## src/rtl/mdu_seq_pkg.sv

```systemverilog
// Shared definitions for the sequential multiply/divide unit: op codes, FSM states and
// op-class helpers used by decode control and the MDU itself.
package mdu_seq_pkg;

  typedef enum logic [3:0] {
    OpNone  = 4'd0,
    OpMult  = 4'd1,
    OpMultu = 4'd2,
    OpDiv   = 4'd3,
    OpDivu  = 4'd4,
    OpMthi  = 4'd5,
    OpMtlo  = 4'd6,
    OpMadd  = 4'd7,
    OpMaddu = 4'd8,
    OpMsub  = 4'd9,
    OpMsubu = 4'd10
  } mdu_op_e;

  typedef enum logic [1:0] {
    StIdle,
    StMul,
    StDiv,
    StDivFix
  } mdu_state_e;

  function automatic logic is_mul(mdu_op_e op);
    return op inside {OpMult, OpMultu, OpMadd, OpMaddu, OpMsub, OpMsubu};
  endfunction

  function automatic logic is_div(mdu_op_e op);
    return op inside {OpDiv, OpDivu};
  endfunction

  function automatic logic is_signed(mdu_op_e op);
    return op inside {OpMult, OpDiv, OpMadd, OpMsub};
  endfunction

  function automatic logic is_acc(mdu_op_e op);
    return op inside {OpMadd, OpMaddu, OpMsub, OpMsubu};
  endfunction

  function automatic logic is_sub(mdu_op_e op);
    return op inside {OpMsub, OpMsubu};
  endfunction

endpackage

```

## src/rtl/mdu_div_core.sv

```systemverilog
// Restoring radix-2 divider on unsigned magnitudes: load, then one quotient bit per step.
// done_o rises once WIDTH steps have been taken since the last load.
module mdu_div_core #(
  parameter int unsigned WIDTH = 32
) (
  input  logic             clk_i,
  input  logic             rst_ni,
  input  logic             load_i,
  input  logic             step_i,
  input  logic [WIDTH-1:0] dividend_i,
  input  logic [WIDTH-1:0] divisor_i,
  output logic [WIDTH-1:0] quotient_o,
  output logic [WIDTH-1:0] remainder_o,
  output logic             done_o
);

  localparam int unsigned CntW = $clog2(WIDTH + 1);

  logic [WIDTH-1:0] rem_q, rem_d;
  logic [WIDTH-1:0] quo_q, quo_d;
  logic [WIDTH-1:0] div_q, div_d;
  logic [CntW-1:0]  cnt_q, cnt_d;
  logic [WIDTH:0]   rem_sh;
  logic [WIDTH:0]   diff;

  assign done_o      = (cnt_q == CntW'(WIDTH));
  assign quotient_o  = quo_q;
  assign remainder_o = rem_q;

  // quo_q doubles as the dividend shift register; quotient bits enter at the bottom.
  always_comb begin
    rem_sh = {rem_q, quo_q[WIDTH-1]};
    diff   = rem_sh - {1'b0, div_q};
    rem_d  = rem_q;
    quo_d  = quo_q;
    div_d  = div_q;
    cnt_d  = cnt_q;
    if (load_i) begin
      rem_d = '0;
      quo_d = dividend_i;
      div_d = divisor_i;
      cnt_d = '0;
    end else if (step_i && !done_o) begin
      if (!diff[WIDTH]) begin
        rem_d = diff[WIDTH-1:0];
        quo_d = {quo_q[WIDTH-2:0], 1'b1};
      end else begin
        rem_d = rem_sh[WIDTH-1:0];
        quo_d = {quo_q[WIDTH-2:0], 1'b0};
      end
      cnt_d = cnt_q + CntW'(1);
    end
  end

  always_ff @(posedge clk_i or negedge rst_ni) begin
    if (!rst_ni) begin
      rem_q <= '0;
      quo_q <= '0;
      div_q <= '0;
      cnt_q <= '0;
    end else begin
      rem_q <= rem_d;
      quo_q <= quo_d;
      div_q <= div_d;
      cnt_q <= cnt_d;
    end
  end

endmodule

```

## src/rtl/mdu_seq.sv

```systemverilog
// Sequential multiply/divide unit owning HI/LO: fixed-latency multiply/accumulate,
// restoring divide with sign fix-up and latency padding, and cancel for pipeline flush.
module mdu_seq
  import mdu_seq_pkg::*;
#(
  parameter int unsigned WIDTH   = 32,
  parameter int unsigned MUL_LAT = 5,
  parameter int unsigned DIV_LAT = 10
) (
  input  logic             clk,
  input  logic             reset,
  input  logic [WIDTH-1:0] A,
  input  logic [WIDTH-1:0] B,
  input  logic [3:0]       MDU_OP,
  input  logic             start,
  input  logic             cancel,
  output logic             busy,
  output logic [WIDTH-1:0] hi,
  output logic [WIDTH-1:0] lo
);

  localparam int unsigned DivN = (DIV_LAT > WIDTH + 1) ? DIV_LAT : WIDTH + 1;
  localparam int unsigned MaxN = (DivN > MUL_LAT) ? DivN : MUL_LAT;
  localparam int unsigned CntW = $clog2(MaxN + 1);
  localparam logic [CntW-1:0] MulCnt = CntW'(MUL_LAT);
  localparam logic [CntW-1:0] DivCnt = CntW'(DivN);
  localparam logic [CntW-1:0] CntOne = CntW'(1);

  mdu_state_e state_q, state_d;
  logic [CntW-1:0]    cnt_q, cnt_d;
  logic [WIDTH-1:0]   hi_q, hi_d, lo_q, lo_d;
  logic [2*WIDTH-1:0] prod_q;
  logic               acc_q, sub_q;
  logic [WIDTH-1:0]   a_q;
  logic               dz_q, negq_q, negr_q;

  mdu_op_e            op;
  logic               launch, sgn;
  logic [2*WIDTH-1:0] ext_a, ext_b, prod, hilo, mul_res;
  logic [WIDTH-1:0]   mag_a, mag_b;
  logic [WIDTH-1:0]   quo, rem, div_hi, div_lo;
  logic               div_load, div_step, div_done;

  assign op     = mdu_op_e'(MDU_OP);
  assign launch = start & ~cancel & (state_q == StIdle);
  assign sgn    = is_signed(op);

  // Sign/zero extension to 2*WIDTH makes one unsigned multiplier serve both signednesses.
  assign ext_a = {{WIDTH{sgn & A[WIDTH-1]}}, A};
  assign ext_b = {{WIDTH{sgn & B[WIDTH-1]}}, B};
  assign prod  = ext_a * ext_b;
  assign mag_a = (sgn & A[WIDTH-1]) ? -A : A;
  assign mag_b = (sgn & B[WIDTH-1]) ? -B : B;

  assign hilo    = {hi_q, lo_q};
  assign mul_res = !acc_q ? prod_q : (sub_q ? hilo - prod_q : hilo + prod_q);

  assign div_hi = dz_q ? a_q : (negr_q ? -rem : rem);
  assign div_lo = dz_q ? '1  : (negq_q ? -quo : quo);

  assign div_load = launch & is_div(op);
  assign div_step = (state_q == StDiv);

  mdu_div_core #(
    .WIDTH(WIDTH)
  ) u_div_core (
    .clk_i      (clk),
    .rst_ni     (reset),
    .load_i     (div_load),
    .step_i     (div_step),
    .dividend_i (mag_a),
    .divisor_i  (mag_b),
    .quotient_o (quo),
    .remainder_o(rem),
    .done_o     (div_done)
  );

  always_comb begin
    state_d = state_q;
    cnt_d   = cnt_q;
    hi_d    = hi_q;
    lo_d    = lo_q;
    unique case (state_q)
      StIdle: begin
        if (launch) begin
          if (is_mul(op)) begin
            state_d = StMul;
            cnt_d   = MulCnt;
          end else if (is_div(op)) begin
            state_d = StDiv;
            cnt_d   = DivCnt;
          end else if (op == OpMthi) begin
            hi_d = A;
          end else if (op == OpMtlo) begin
            lo_d = A;
          end
        end
      end
      StMul: begin
        if (cancel) begin
          state_d = StIdle;
          cnt_d   = '0;
        end else if (cnt_q == CntOne) begin
          state_d      = StIdle;
          cnt_d        = '0;
          {hi_d, lo_d} = mul_res;
        end else begin
          cnt_d = cnt_q - CntOne;
        end
      end
      StDiv, StDivFix: begin
        if (cancel) begin
          state_d = StIdle;
          cnt_d   = '0;
        end else if (cnt_q == CntOne) begin
          state_d = StIdle;
          cnt_d   = '0;
          hi_d    = div_hi;
          lo_d    = div_lo;
        end else begin
          cnt_d = cnt_q - CntOne;
          if (div_done) state_d = StDivFix;
        end
      end
      default: begin
        state_d = StIdle;
        cnt_d   = '0;
      end
    endcase
  end

  always_ff @(posedge clk or negedge reset) begin
    if (!reset) begin
      state_q <= StIdle;
      cnt_q   <= '0;
      hi_q    <= '0;
      lo_q    <= '0;
    end else begin
      state_q <= state_d;
      cnt_q   <= cnt_d;
      hi_q    <= hi_d;
      lo_q    <= lo_d;
    end
  end

  // Operand-derived context captured at launch, held for the whole operation.
  always_ff @(posedge clk or negedge reset) begin
    if (!reset) begin
      prod_q <= '0;
      acc_q  <= 1'b0;
      sub_q  <= 1'b0;
      a_q    <= '0;
      dz_q   <= 1'b0;
      negq_q <= 1'b0;
      negr_q <= 1'b0;
    end else if (launch) begin
      prod_q <= prod;
      acc_q  <= is_acc(op);
      sub_q  <= is_sub(op);
      a_q    <= A;
      dz_q   <= (B == '0);
      negq_q <= sgn & (A[WIDTH-1] ^ B[WIDTH-1]);
      negr_q <= sgn & A[WIDTH-1];
    end
  end

  assign busy = (state_q != StIdle);
  assign hi   = hi_q;
  assign lo   = lo_q;

endmodule

```

## config.mk

```make
export PLATFORM = sky130hd
export DESIGN_NAME = mdu_seq
export DESIGN_NICKNAME = d
export VERILOG_FILES = /design/src/rtl/mdu_seq_pkg.sv /design/src/rtl/mdu_div_core.sv /design/src/rtl/mdu_seq.sv
export SDC_FILE = /design/constraint.sdc
export NUM_CORES = 2
export LEC_CHECK = 0
export ABC_AREA = 1
export CORE_ASPECT_RATIO = 1.75
export CORE_MARGIN = 4
export CORE_UTILIZATION = 60
export CTS_CLUSTER_SIZE = 12
export DETAILED_ROUTE_END_ITERATION = 12
export PLACE_DENSITY = 0.84
export SLEW_MARGIN = 20
export SYNTH_ARGS = -nofsm -noshare
export SYNTH_HDL_FRONTEND = slang
export SYNTH_SLANG_ARGS = --single-unit
```

## constraint.sdc

```tcl
create_clock -name clk -period 5.1 [get_ports clk]
set_input_delay 1.02 -clock clk [delete_from_list [all_inputs] [get_ports clk]]
set_output_delay 1.02 -clock clk [all_outputs]
set_load 0.03 [all_outputs]
```

==> results.json, run 1 <==
{
  "dpl.hpwl_mm": 243.2,
  "yosysSeqAreaShare_pct": 10.43,
  "outcome": "stopped before the end",
  "synth_fp_nets": 10859,
  "htree_levels": 1,
  "synth.top_cell.area_share_pct": 34.19,
  "dpl.cell_count": 11325,
  "synthTopCellsByArea": "fa_1 34%, nand2_1 14%, inv_1 13%",
  "cts_max_path_buffers": 3,
  "cts_buffers": 31,
  "grt_use_total_pct": 65.64,
  "io_buffers": 136,
  "postSynthAreaPerCell_um2": 7.064,
  "synth_cells": 9343,
  "synth.distinct_cells": 63,
  "syn_area_um2": 66000,
  "synth_edf_count": 0,
  "cts_sinks": 275,
  "grt_pass1_wl_mm": 565.3,
  "die_w_um": 258.7,
  "pin_count": 137,
  "die_h_um": 446.7,
  "firstError": "[ERROR GRT-0116] Global routing finished with congestion. Check the congestion regions in the DRC Viewer.",
  "synth-main-ff-cell": "dfrtp_1",
  "grt_pass1_vias": 85520,
  "synth_seq_cells": 275,
  "grt_overflow_total": 454,
  "stop_stage": "global routing (5_1_grt)",
  "synthArstFlopShare_pct": 100.0,
  "num_rows": 160,
  "netlist.top_cell.by_area": "fa_1",
  "initial_core_util_pct": 60.60,
  "cts_root_buf": "clkbuf_16",
  "placed_area_um2": 75090,
  "grt_max_degree": 111,
  "synth-warning-count": 0,
  "gp_congestion": 1.152
}
-- cells in the mapped netlist, types with 22 or more instances --
master    instances
a21oi_1         359
buf_1            87
buf_2            36
clkbuf_1        254
dfrtp_1         275
fa_1           1127
ha_1            317
inv_1          2217
inv_2            23
nand2_1        2486
nand2_2          22
nand3_1         420
nand4_1          79
nor2_1          673
nor3_1           96
o21ai_0         370
o21bai_1         33
o221ai_1         24
or2_2            26
xnor2_1          45
xor2_1          118
-- metrics by stage --
stage / TNS (ps) / util (%) / worst slack (ps)
floorplan: -104170 / - / -2726
global placement: -173690 / 68.95 / -4174
detailed placement: -181690 / 68.95 / -4336
CTS: -105860 / 74.35 / -2408
-- routing by layer --
layer  global-route usage (%)  GRT overflow
met4                    72.88           183
met5                    20.34             0
met1                    61.69             6
met2                    89.08           260
met3                    41.32             5
-- timing repair --
action,in CTS
setup buffers,151
gates resized for setup,944
pin swaps,329
endpoints found under the hold margin,0
hold buffers,0
cloned,19
setup endpoints to repair,57
-- cells by family after synthesis --
logic type / synth area share, %
AO/OA/AOI/OAI: 7.845
buffers and inverters: 15.18
AND/OR/NAND/NOR: 24.19
adder cells (fa/ha/maj): 40.20
flip-flops: 10.43
XOR/XNOR: 2.163
==> inputs of run 2 (changes only) <==
--- a/config.mk
+++ b/config.mk
@@ -6,12 +6,10 @@
 export NUM_CORES = 2
 export LEC_CHECK = 0
 export ABC_AREA = 1
-export CORE_ASPECT_RATIO = 1.75
 export CORE_MARGIN = 4
-export CORE_UTILIZATION = 60
-export CTS_CLUSTER_SIZE = 12
+export CORE_UTILIZATION = 40
 export DETAILED_ROUTE_END_ITERATION = 12
-export PLACE_DENSITY = 0.84
+export PLACE_DENSITY_LB_ADDON = 0.15
 export SLEW_MARGIN = 20
 export SYNTH_ARGS = -nofsm -noshare
 export SYNTH_HDL_FRONTEND = slang
==> run 2 against run 1 <==
  * The flow now finishes, with violations (negative setup slack)
  * Area after synthesis unchanged
  * Synthesized cell count unchanged
==> results.json, run 2 <==
{
  "yosysSeqAreaShare_pct": 10.43,
  "worstSetupStartpointType": "input port",
  "synth-warning-count": 0,
  "die_w_um": 414.2,
  "final_common_cell": "nand2_1",
  "grt_pass1_wl_mm": 426.4,
  "slew_headroom_pct": 24.06,
  "worstMarginPinSlew_ps": 1127,
  "synthTopCellsByArea": "fa_1 34%, nand2_1 14%, inv_1 13%",
  "cts_root_buf": "clkbuf_16",
  "cp_top_family": "adder cells",
  "path_clk_slew_ps": 70,
  "dpl.hpwl_mm": 239.4,
  "pin_count": 137,
  "wirelength_mm": 286.5,
  "netlist.top_cell.by_area": "fa_1",
  "core_area_um2": 163300,
  "cap_violations": 0,
  "largest_register_ffs": 64,
  "critPathCaptureType": "flop",
  "hp-class": "in2async",
  "placed_area_um2": 76200,
  "synth_most_common_cell": "nand2_1",
  "max_stage_delay_ps": 560,
  "period_minus_slack_ps": 7703,
  "grt_max_degree": 97,
  "cts_max_path_buffers": 3,
  "io_buffers": 136,
  "vias_per_cell": 5.168,
  "ctsHoldBuffers": 0,
  "synth_cells": 9343,
  "dieArea_um2": 171600,
  "synth.top_cell.area_share_pct": 34.19,
  "layout.cells.non_filler": 12261,
  "layout_common_cells": "2381 x nand2_1, 2099 x inv_1, 1073 x fa_1",
  "die_h_um": 414.2,
  "cp_slowest_cell": "fa_1",
  "synth-main-ff-cell": "dfrtp_1",
  "crit_top_cell": "fa_1",
  "drive_above_1_share_pct": 18.24,
  "violations": "negative setup slack",
  "finalHoldViolCount": 0,
  "worstPathRequired_ps": 5530,
  "layout_setup_ws_ps": -2603,
  "initialDrtViolationCount": 5517,
  "fmax_mhz": 129.8,
  "synth_edf_count": 0,
  "syn_area_um2": 66000,
  "postSynthAreaPerCell_um2": 7.064,
  "yosys-top-cells-count": "2486 x nand2_1, 2217 x inv_1, 1127 x fa_1",
  "htree_levels": 2,
  "grt_use_total_pct": 32.99,
  "cp.arrival_ps": 8130,
  "crit_fanout": 6,
  "finalCritPeriodShare_pct": 151.0,
  "firstDrtPassIters": 8,
  "final_area_um2": 82380,
  "synthArstFlopShare_pct": 100.0,
  "finalMaxSlewViolations": 0,
  "fin_skew_ps": 26.96,
  "rsz0062_at_grt": "true",
  "clock_latency_ps": 590,
  "ant_nets": 0,
  "wl_per_cell_um": 23.37,
  "regMostFlops": "prod_q",
  "worstSetupPathType": "in2reg",
  "num_rows": 148,
  "synth_seq_cells": 275,
  "syn2layout_area_growth_pct": 24.83,
  "cts_tree": "done",
  "vias": 63365,
  "synth.distinct_cells": 63,
  "drc_errors": 0,
  "grt_overflow_total": 0,
  "dpl.cell_count": 12068,
  "gp_congestion": 1.007,
  "grt_pass1_vias": 64658,
  "outcome": "finished with violations",
  "initial_core_util_pct": 40.41,
  "setup_viol": 55,
  "cts_buffers": 36,
  "fin_nets": 11573,
  "cts_sinks": 275,
  "antenna_found_initial": 7,
  "setup-tns-final_ps": -109900,
  "fill_cells": 16371,
  "path_buf_inv": 14,
  "synth_fp_nets": 10859
}
==> run 2: cell counts after synthesis <==
No cell type changed its count.
==> run 2: worst reg2reg max path: cells and delay by family (launching register included) <==
kind,cells,cell delay [ps]
AO/OA/AOI/OAI,3,510
XOR/XNOR,1,160
adder cells (fa/ha/maj),2,720
buffers and inverters,3,510
flip-flops,1,380
AND/OR/NAND/NOR,17,2430
==> run 2: final timing paths <==
| kind | startpoint | end | slack (ps) | depth (start not counted) |
|---|---|---|---|---|
| worst max register to register | prod_q[0]$_DFFE_PN0P_ | hi[23]$_DFFE_PN0P_ | 320 | 26 |
| min in group clk | a_q[10]$_DFFE_PN0P_ | a_q[10]$_DFFE_PN0P_ | 470 | 2 |
| worst max-delay path | MDU_OP[1] | prod_q[51]$_DFFE_PN0P_ | -2600 | 36 |
| worst min-delay path | reset | prod_q[5]$_DFFE_PN0P_ | 470 | 1 |
| worst min register to register | a_q[10]$_DFFE_PN0P_ | a_q[10]$_DFFE_PN0P_ | 470 | 2 |
| max in group asynchronous | reset | u_div_core.div_q[18]$_DFFE_PN0P_ | 3500 | 2 |
==> run 2: area by class of cell <==
cell class,count,area (um2),share of cell area [%]
Antenna cell,3,7.507,0.009113
Clock buffer,49,1010,1.226
Clock inverter,15,172.7,0.2096
Inverter,2243,8513,10.33
Multi-Input combinational cell,6434,52660,63.93
Sequential cell,275,6883,8.355
Tap cell,2175,2721,3.303
Timing Repair Buffer,1066,10400,12.62
Timing Repair inverter,1,11.26,0.01367
==> run 2: stage by stage <==
step	hold WS, ps	setup slack, ps	util [%]
after floorplan	436.6	-2726	-
after global placement	454.9	-3831	46.66
after global routing	507.7	-2792	50.44
final	466.9	-2603	50.44
after detailed placement	457.3	-3942	46.66
after CTS	472.7	-2477	49.82
==> run 2: metal layers <==
metal | global-route usage, % | routed length (um)
met1 | 47.42 | 129500
met2 | 52.39 | 128500
met5 | 0 | 10
met4 | 9.235 | 9821
met3 | 4.161 | 18700
==> run 2: logic make-up (layout without fill, tap and decap cells) <==
| group | count (synthesis) | in the layout | synth area share [%] |
|---|---|---|---|
| simple gates | 3893 | 3893 | 24.19 |
| xor+xnor | 163 | 163 | 2.163 |
| fa+ha+maj | 1444 | 1444 | 40.20 |
| flops | 275 | 275 | 10.43 |
| compound gates | 934 | 934 | 7.845 |
| buf+inv | 2634 | 3374 | 15.18 |
| other cells | 0 | 3 | 0 |
==> run 2: what timing repair did <==
item | 4_1_cts | 5_1_grt
pin swaps | 315 | 200
cloned | 11 | 2
buffers inserted | 96 | 27
setup endpoints to repair | 57 | 58
resized for setup | 796 | 249
Power of run 2 is not shown: default switching activity piles up to over one toggle a cycle in this logic, so the estimate is an artifact.
